**src/rtl/out_port_seg_driver_if.sv**
```systemverilog
// Port bundle for the seven-segment output-port driver.
// Value/mode inputs plus registered display and status outputs.
interface out_port_seg_driver_if;
    logic [31:0] out_port0;
    logic [31:0] out_port1;
    logic [6:0]  hex0;
    logic [6:0]  hex1;
    logic [6:0]  hex2;
    logic [6:0]  hex3;
    logic [6:0]  hex4;
    logic [6:0]  hex5;
    logic        busy;
    logic        done;
    logic        ovf;

    modport master (
        output out_port0, out_port1,
        input  hex0, hex1, hex2, hex3, hex4, hex5,
        input  busy, done, ovf
    );

    modport slave (
        input  out_port0, out_port1,
        output hex0, hex1, hex2, hex3, hex4, hex5,
        output busy, done, ovf
    );
endinterface

```
**src/rtl/out_port_seg_driver.sv**
```systemverilog
// Six-digit seven-segment driver for a memory-mapped output port.
// Decimal via serial double-dabble, or direct hex, with leading-zero blanking.
module out_port_seg_driver (
    input  logic               io_clk,
    input  logic               clm,
    out_port_seg_driver_if.slave bus
);
    typedef enum logic [1:0] {IDLE, CONV, UPDATE} state_t;

    state_t      state;
    state_t      state_nx;
    logic [31:0] last_val;
    logic [1:0]  last_mode;
    logic [19:0] opnd;
    logic [23:0] bcd;
    logic [4:0]  cnt;
    logic        ovf_w;
    logic        changed;
    logic [31:0] dec_in;
    logic [23:0] bcd_adj;
    logic [5:0]  blank;
    logic        lead;
    logic [5:0][6:0] seg_nx;

    function automatic logic [6:0] seg7(input logic [3:0] d);
        case (d)
            4'h0: seg7 = 7'h40;
            4'h1: seg7 = 7'h79;
            4'h2: seg7 = 7'h24;
            4'h3: seg7 = 7'h30;
            4'h4: seg7 = 7'h19;
            4'h5: seg7 = 7'h12;
            4'h6: seg7 = 7'h02;
            4'h7: seg7 = 7'h78;
            4'h8: seg7 = 7'h00;
            4'h9: seg7 = 7'h10;
            4'hA: seg7 = 7'h08;
            4'hB: seg7 = 7'h03;
            4'hC: seg7 = 7'h46;
            4'hD: seg7 = 7'h21;
            4'hE: seg7 = 7'h06;
            default: seg7 = 7'h0E;
        endcase
    endfunction

    always_comb begin
        changed = (bus.out_port0 != last_val) ||
                  (bus.out_port1[1:0] != last_mode);
        dec_in  = (bus.out_port0 > 32'd999999) ? 32'd999999
                                               : bus.out_port0;
    end

    always_comb begin
        state_nx = state;
        case (state)
            IDLE:
                if (changed)
                    state_nx = bus.out_port1[0] ? UPDATE : CONV;
            CONV:
                if (cnt == 5'd19)
                    state_nx = UPDATE;
            UPDATE:  state_nx = IDLE;
            default: state_nx = IDLE;
        endcase
    end

    always_ff @(posedge io_clk) begin
        if (!clm) state <= IDLE;
        else      state <= state_nx;
    end

    // Add-3 correction applied to every digit before each shift
    always_comb begin
        bcd_adj = bcd;
        for (int k = 0; k < 6; k++) begin
            if (bcd[4*k +: 4] >= 4'd5)
                bcd_adj[4*k +: 4] = bcd[4*k +: 4] + 4'd3;
        end
    end

    // Blank each digit whose position and everything above it is zero
    always_comb begin
        blank = '0;
        lead  = last_mode[1];
        for (int k = 5; k >= 1; k--) begin
            lead     = lead && (bcd[4*k +: 4] == 4'd0);
            blank[k] = lead;
        end
        for (int k = 0; k < 6; k++) begin
            seg_nx[k] = blank[k] ? 7'h7F : seg7(bcd[4*k +: 4]);
        end
    end

    always_ff @(posedge io_clk) begin
        if (!clm) begin
            last_val  <= '0;
            last_mode <= '0;
            opnd      <= '0;
            bcd       <= '0;
            cnt       <= '0;
            ovf_w     <= 1'b0;
            bus.hex0  <= 7'h40;
            bus.hex1  <= 7'h40;
            bus.hex2  <= 7'h40;
            bus.hex3  <= 7'h40;
            bus.hex4  <= 7'h40;
            bus.hex5  <= 7'h40;
            bus.ovf   <= 1'b0;
            bus.done  <= 1'b0;
        end else begin
            bus.done <= (state == UPDATE);
            case (state)
                IDLE:
                    if (changed) begin
                        last_val  <= bus.out_port0;
                        last_mode <= bus.out_port1[1:0];
                        cnt       <= '0;
                        if (bus.out_port1[0]) begin
                            bcd   <= bus.out_port0[23:0];
                            opnd  <= '0;
                            ovf_w <= |bus.out_port0[31:24];
                        end else begin
                            bcd   <= '0;
                            opnd  <= dec_in[19:0];
                            ovf_w <= (bus.out_port0 > 32'd999999);
                        end
                    end
                CONV: begin
                    {bcd, opnd} <= {bcd_adj, opnd} << 1;
                    cnt         <= cnt + 5'd1;
                end
                UPDATE: begin
                    bus.hex0 <= seg_nx[0];
                    bus.hex1 <= seg_nx[1];
                    bus.hex2 <= seg_nx[2];
                    bus.hex3 <= seg_nx[3];
                    bus.hex4 <= seg_nx[4];
                    bus.hex5 <= seg_nx[5];
                    bus.ovf  <= ovf_w;
                end
                default: ;
            endcase
        end
    end

    assign bus.busy = (state != IDLE);
endmodule

```
**src/flat_wrapper.sv**
```systemverilog
// flat-port wrapper written by rule: the top's interface ports become plain ports
module out_port_seg_driver_flat 
  (io_clk, clm, bus_out_port0, bus_out_port1, bus_hex0, bus_hex1, bus_hex2, bus_hex3, bus_hex4, bus_hex5, bus_busy, bus_done, bus_ovf);
  out_port_seg_driver_if bus_i ();
  input  logic io_clk;
  input  logic clm;
  input wire logic [$bits(bus_i.out_port0)-1:0] bus_out_port0;
  input wire logic [$bits(bus_i.out_port1)-1:0] bus_out_port1;
  output wire logic [$bits(bus_i.hex0)-1:0] bus_hex0;
  output wire logic [$bits(bus_i.hex1)-1:0] bus_hex1;
  output wire logic [$bits(bus_i.hex2)-1:0] bus_hex2;
  output wire logic [$bits(bus_i.hex3)-1:0] bus_hex3;
  output wire logic [$bits(bus_i.hex4)-1:0] bus_hex4;
  output wire logic [$bits(bus_i.hex5)-1:0] bus_hex5;
  output wire logic [$bits(bus_i.busy)-1:0] bus_busy;
  output wire logic [$bits(bus_i.done)-1:0] bus_done;
  output wire logic [$bits(bus_i.ovf)-1:0] bus_ovf;
  assign bus_i.out_port0 = bus_out_port0;
  assign bus_i.out_port1 = bus_out_port1;
  assign bus_hex0 = bus_i.hex0;
  assign bus_hex1 = bus_i.hex1;
  assign bus_hex2 = bus_i.hex2;
  assign bus_hex3 = bus_i.hex3;
  assign bus_hex4 = bus_i.hex4;
  assign bus_hex5 = bus_i.hex5;
  assign bus_busy = bus_i.busy;
  assign bus_done = bus_i.done;
  assign bus_ovf = bus_i.ovf;
  out_port_seg_driver u_core (.io_clk(io_clk), .clm(clm), .bus(bus_i));
endmodule
```
**config.mk**
```make
export PLATFORM = sky130hd
export DESIGN_NAME = out_port_seg_driver_flat
export DESIGN_NICKNAME = d
export VERILOG_FILES = /design/src/rtl/out_port_seg_driver_if.sv /design/src/rtl/out_port_seg_driver.sv /design/src/flat_wrapper.sv
export SDC_FILE = /design/constraint.sdc
export NUM_CORES = 1
export LEC_CHECK = 0
export BUFFER_PORTS_ARGS = -buffer_cell sky130_fd_sc_hd__buf_2
export CORE_MARGIN = 5
export CORE_UTILIZATION = 61
export CTS_BUF_LIST = sky130_fd_sc_hd__clkbuf_8
export DETAILED_ROUTE_END_ITERATION = 8
export GPL_TIMING_DRIVEN = 0
export HOLD_SLACK_MARGIN = 0.1
export PLACE_DENSITY_LB_ADDON = 0.15
export SYNTH_ARGS = -nofsm -noshare
export SYNTH_HDL_FRONTEND = slang
export SYNTH_SLANG_ARGS = --single-unit
```
**constraint.sdc**
```tcl
create_clock -name io_clk -period 3.74 [get_ports io_clk]
set_clock_uncertainty 0.05 [all_clocks]
set_input_delay 0.561 -clock io_clk [delete_from_list [all_inputs] [get_ports io_clk]]
set_output_delay 0.561 -clock io_clk [all_outputs]
set_load 0.01 [all_outputs]
```
After elaboration in Yosys (flattened, before gate mapping). Memories as Yosys holds them, arrays and structs flattened. A register that Yosys moved wholly into a read port is not among the register bits. Cells that the tools add are included. Widths: inputs -> output; s select.

Register bits: 123. Bits in read-only memories: 672. Input port bits: 66. Output and inout port bits: 45. Logic and storage cells: 95. Memories kept: 6.

Add/subtract/negate cells: 7. Order comparisons: 7. Eq/ne operators: 7. Mux-type cells: 35. Reductions and logical operators: 19.

Memories: (name not given) (depth 16, bits a word 7, read ports 1, clocked after memory_dff 1, write ports 0, line out_port_seg_driver.sv:26) `case (d)`; (name not given) (depth 16, bits a word 7, read ports 1, clocked after memory_dff 1, write ports 0, line out_port_seg_driver.sv:26); (name not given) (depth 16, bits a word 7, read ports 1, clocked after memory_dff 1, write ports 0, line out_port_seg_driver.sv:26); (name not given) (depth 16, bits a word 7, read ports 1, clocked after memory_dff 1, write ports 0, line out_port_seg_driver.sv:26); (name not given) (depth 16, bits a word 7, read ports 1, clocked after memory_dff 1, write ports 0, line out_port_seg_driver.sv:26); (name not given) (depth 16, bits a word 7, read ports 1, clocked after memory_dff 1, write ports 0, line out_port_seg_driver.sv:26).

Operator list (number): $mux 20 (3); $mux 4 (15); $mux 24 (2); $pmux 24 s2 (1); $pmux 20 s2 (1); $mux 7 (5); $gt 32x20->1 const B (1); $ne 32x32->1 (1); $ge 4x3->1 const B (6); $add 4x2->4 const B (5); $logic_not 4->1 (5); $pmux 5 s2 (1); $reduce_or 8->1 (1); $mux 2 (3); $reduce_and 2->1 (3); $add 5x1->5 const B (1); $eq 5x5->1 const B (1); $logic_and 1x1->1 (5); $mux 5 (1); $ne 2x1->1 const B (2); $pmux 2 s2 (1); $reduce_bool 2->1 (2); $add 3x2->3 const B (1); $mux 3 (1); other kinds (7) (7).

Longest topological paths before layout.
Depth after elaboration: 7. Depth in mapped cells: 14. Mapped depth without buffers: 13.

Worst setup path after synthesis. No wires, ideal clock.

Kind: input to register. From: input bus_out_port0[4]. To: register with a tool-made name. Library setup time: 0.117 ns. Arrival time: 3.296 ns. Required time: 3.573 ns. Path slack: 0.277 ns. Stages on the path: 12. Buffers on the path: 2. Cells stage by stage: xor2_1 nor4_1 nand4_2 o41ai_4 buf_6 buf_8 nor2_2 a211oi_4 inv_1 ha_1 o211ai_1 a32o_1.

RTL lines: start, declared (line flat_wrapper.sv:7) `input wire logic [$bits(bus_i.out_port0)-1:0] bus_out_port0;`.

==> flow_summary.yaml <==
placement:
  place_ws_ns: -0.678
  place.gp.congestion: 0.941
  numPortBuffers: 80
  dpl_cell_area_sq_um: 9660
  dpl.hpwl_mm: 18.9
finish:
  fillers: 1240
  antennaDiodeCount: 0
  drive_gt1_share_pct: 14.6
  area.growth.synth_to_final_pct: 12.4
  nets: 1257
  post-route-util_pct: 69.8
  final_area_sq_um: 10100
logic_synthesis:
  ys_ff_latch: 165
  synth-warning-count: 0
  syn-mean-instance-area_sq_um: 8.69
  synth_seq_area_share_pct: 36.6
  synthArstFlopShare_pct: 0
  syn_inst: 1039
  netlist_top_cells_area: "dfxtp_1 37%, ha_1 7.3%, mux2i_1 6.8%"
  synth_edf_count: 0
  ys.flop_type: "dfxtp_1"
  synth_cell_type_count: 67
  netlist_area_sq_um: 9030
  yosys.area.top_type: "dfxtp_1"
  syn_nets: 1158
  yosysTopAreaCellShare_pct: 36.6
die:
  core-area_sq_um: 14500
  initial_core_util_pct: 62.1
  dieArea_sq_um: 17300
  die_w_microns: 132
  io_pins: 111
  rows: 44
  die_y_microns: 132
global_route:
  gr-total-overflow: 0
  grtUsageTotal_pct: 29.8
  grt_max_degree: 17
  grt_pass1_wl_mm: 41.8
  grt_pass1_vias: 7955
  antenna_found_initial: 0
sta:
  slew-limit-headroom_pct: 32.1
  timing.final.ws_setup_ns: 0.166
  tightest_slew_ns: 1.02
  rsz0062_at_grt: "no"
  hold_slack_ns: 0.298
  finalCritPeriodShare_pct: 95.6
  slew_violations: 0
  fmax_mhz: 280
  setup_viol: 0
  fin_crit_ns: 3.57
  timing.final.hold_violations: 0
route:
  first_iter_violations: 1002
  drt_pass1_iterations: 6
  drt-wirelength-per-cell_microns: 19.9
  drc_errors: 0
  vias: 8374
  vias_per_cell: 6.27
  drtAntennaViolNets: 0
  routed_wl_mm: 26.5
clock_network:
  root_buffer: "clkbuf_8"
  cts_tree: "yes"
  cts.sinks: 165
  cts.clk_slew.worst_paths_ns: 0.09
  insertion_delay_ns: 0.49
  cts_made_buffers: 17
  clk_path_buf_depth: 2
  htreeDepth: 4
power_and_ir_drop:
  p_leak_nw: 4.28
  power_density_nw_per_um2: 460
  ir_drop_uv: 248
  finalPower_mw: 4.66
worst_setup_path:
  critPathSlowestCell: "o41a_1"
  critical_path.endpoint_type: "flip-flop"
  startpoint_type: "flip-flop"
  critPathKind: "flip-flop to flip-flop"
  max_stage_delay_ns: 0.70
  crit_required_ns: 4.07
  timing.critical_path.cells: "xor2_1 -> nor4_1 -> nand4_2 -> o41a_1 -> clkbuf_4 -> o31ai_4 -> inv_1 -> ha_1 -> a2111o_1 -> o221a_2"
  arrival_ns: 3.90
  cp_max_fo: 10
job:
  drv_cap: 0
min_path:
  hold_path.class: "primary input to flip-flop"
status:
  outcome: "finished clean"
synthesized netlist by cell type, types with 5 or more instances:
cell	count
a211oi_1	34
a21o_1	6
a21oi_1	32
a221oi_1	8
a22oi_1	9
a31oi_1	6
a32o_1	5
and3_1	11
and4_1	5
buf_1	10
clkbuf_1	57
dfxtp_1	165
ha_1	53
inv_1	46
mux2i_1	61
nand2_1	36
nand2b_1	17
nand3_1	29
nand4_1	6
nor2_1	120
nor2b_1	9
nor3_1	58
nor4_1	16
o211ai_1	5
o21ai_0	71
o221a_2	10
o22ai_1	15
o2bb2ai_1	5
o31ai_1	8
or3b_2	5
xnor2_1	9
xor2_1	34
metrics by stage:
step / instances / setup TNS (ns)
final: 1335 / 0
after global routing: 1335 / 0
after floorplan: 1039 / 0
after global placement: 1303 / -12.47
after CTS: 1337 / -0.0637
after detailed placement: 1303 / -14.56
metal layers:
metal | track usage [%] | up-vias | wire length, microns
met5 | 0 | - | 0
met4 | 14.6 | 0 | 1040
met3 | 6.04 | 73 | 2290
met2 | 47.3 | 407 | 12000
met1 | 38.7 | 3941 | 11200
li1 | - | 3953 | -
final timing paths:
path,startpoint,to,slack [ns],cells after the start
setup / recovery,u_core.last_val[4],flip-flop,0.17,10
setup reg to reg,u_core.last_val[4],flip-flop,0.17,10
hold / removal,bus_out_port1[1],u_core.last_mode[1],0.30,3
hold reg to reg,flip-flop,u_core.bus.hex1[6],0.40,2
cell type report:
class / count / area, sq um / area share [%]
plain buffers: 74 / 328 / 3.23
clock buffers: 19 / 262 / 2.58
clock inverters: 13 / 156 / 1.54
inverters: 46 / 173 / 1.70
multi-input cells: 752 / 5280 / 52.0
flip-flops and latches: 165 / 3300 / 32.5
well taps: 184 / 230 / 2.27
repair buffers: 82 / 415 / 4.09
power by group:
| part | switching (mW) | internal (mW) |
|---|---|---|
| clock network | 0.702 | 0.692 |
| logic | 0.754 | 0.461 |
| registers | 0.105 | 1.95 |
| total | 1.56 | 3.10 |
cells by family after synthesis:
kind of cell / Yosys count / synth area share (%)
buffers and inverters: 122 / 5.53
DFF: 165 / 36.6
AOI/OAI and AO/OA: 252 / 20.3
adders and majority gates: 53 / 7.35
and+or+nand+nor: 340 / 18.9
muxes: 64 / 7.17
xor gates and xnor gates: 43 / 4.17
cell usage in the layout, fill, tap and decap left out, types with 10 or more instances in the layout:
cell type	synthesis	routed
nor3_1	58	58
mux2i_1	61	61
ha_1	53	53
a21oi_1	32	32
dfxtp_1	165	165
buf_2	3	84
buf_1	10	10
inv_1	46	48
clkbuf_8	0	19
nand2_1	36	36
o22ai_1	15	15
xor2_1	34	34
nor2_1	120	120
nand3_1	29	29
nor4_1	16	16
o21ai_0	71	70
a211oi_1	34	32
and3_1	11	11
nand2b_1	17	17
o221a_2	10	10
clkbuf_1	57	50
critical path, delay by kind of cell, from the launching register on:
family                     cells  cell delay (ns)
DFF                            1             0.33
and+or+nand+nor                2             0.64
adders and majority gates      1             0.29
buffers and inverters          2             0.48
xor gates and xnor gates       1             0.20
AOI/OAI and AO/OA              4             1.48
what timing repair did:
item,in CTS,in global routing
buffers inserted,2,0
setup endpoints to repair,21,31
endpoints found under the hold margin,0,0
hold buffers,0,0
pin swaps,1,0
resized for setup,8,14
Power figures use the tool's default switching activity.
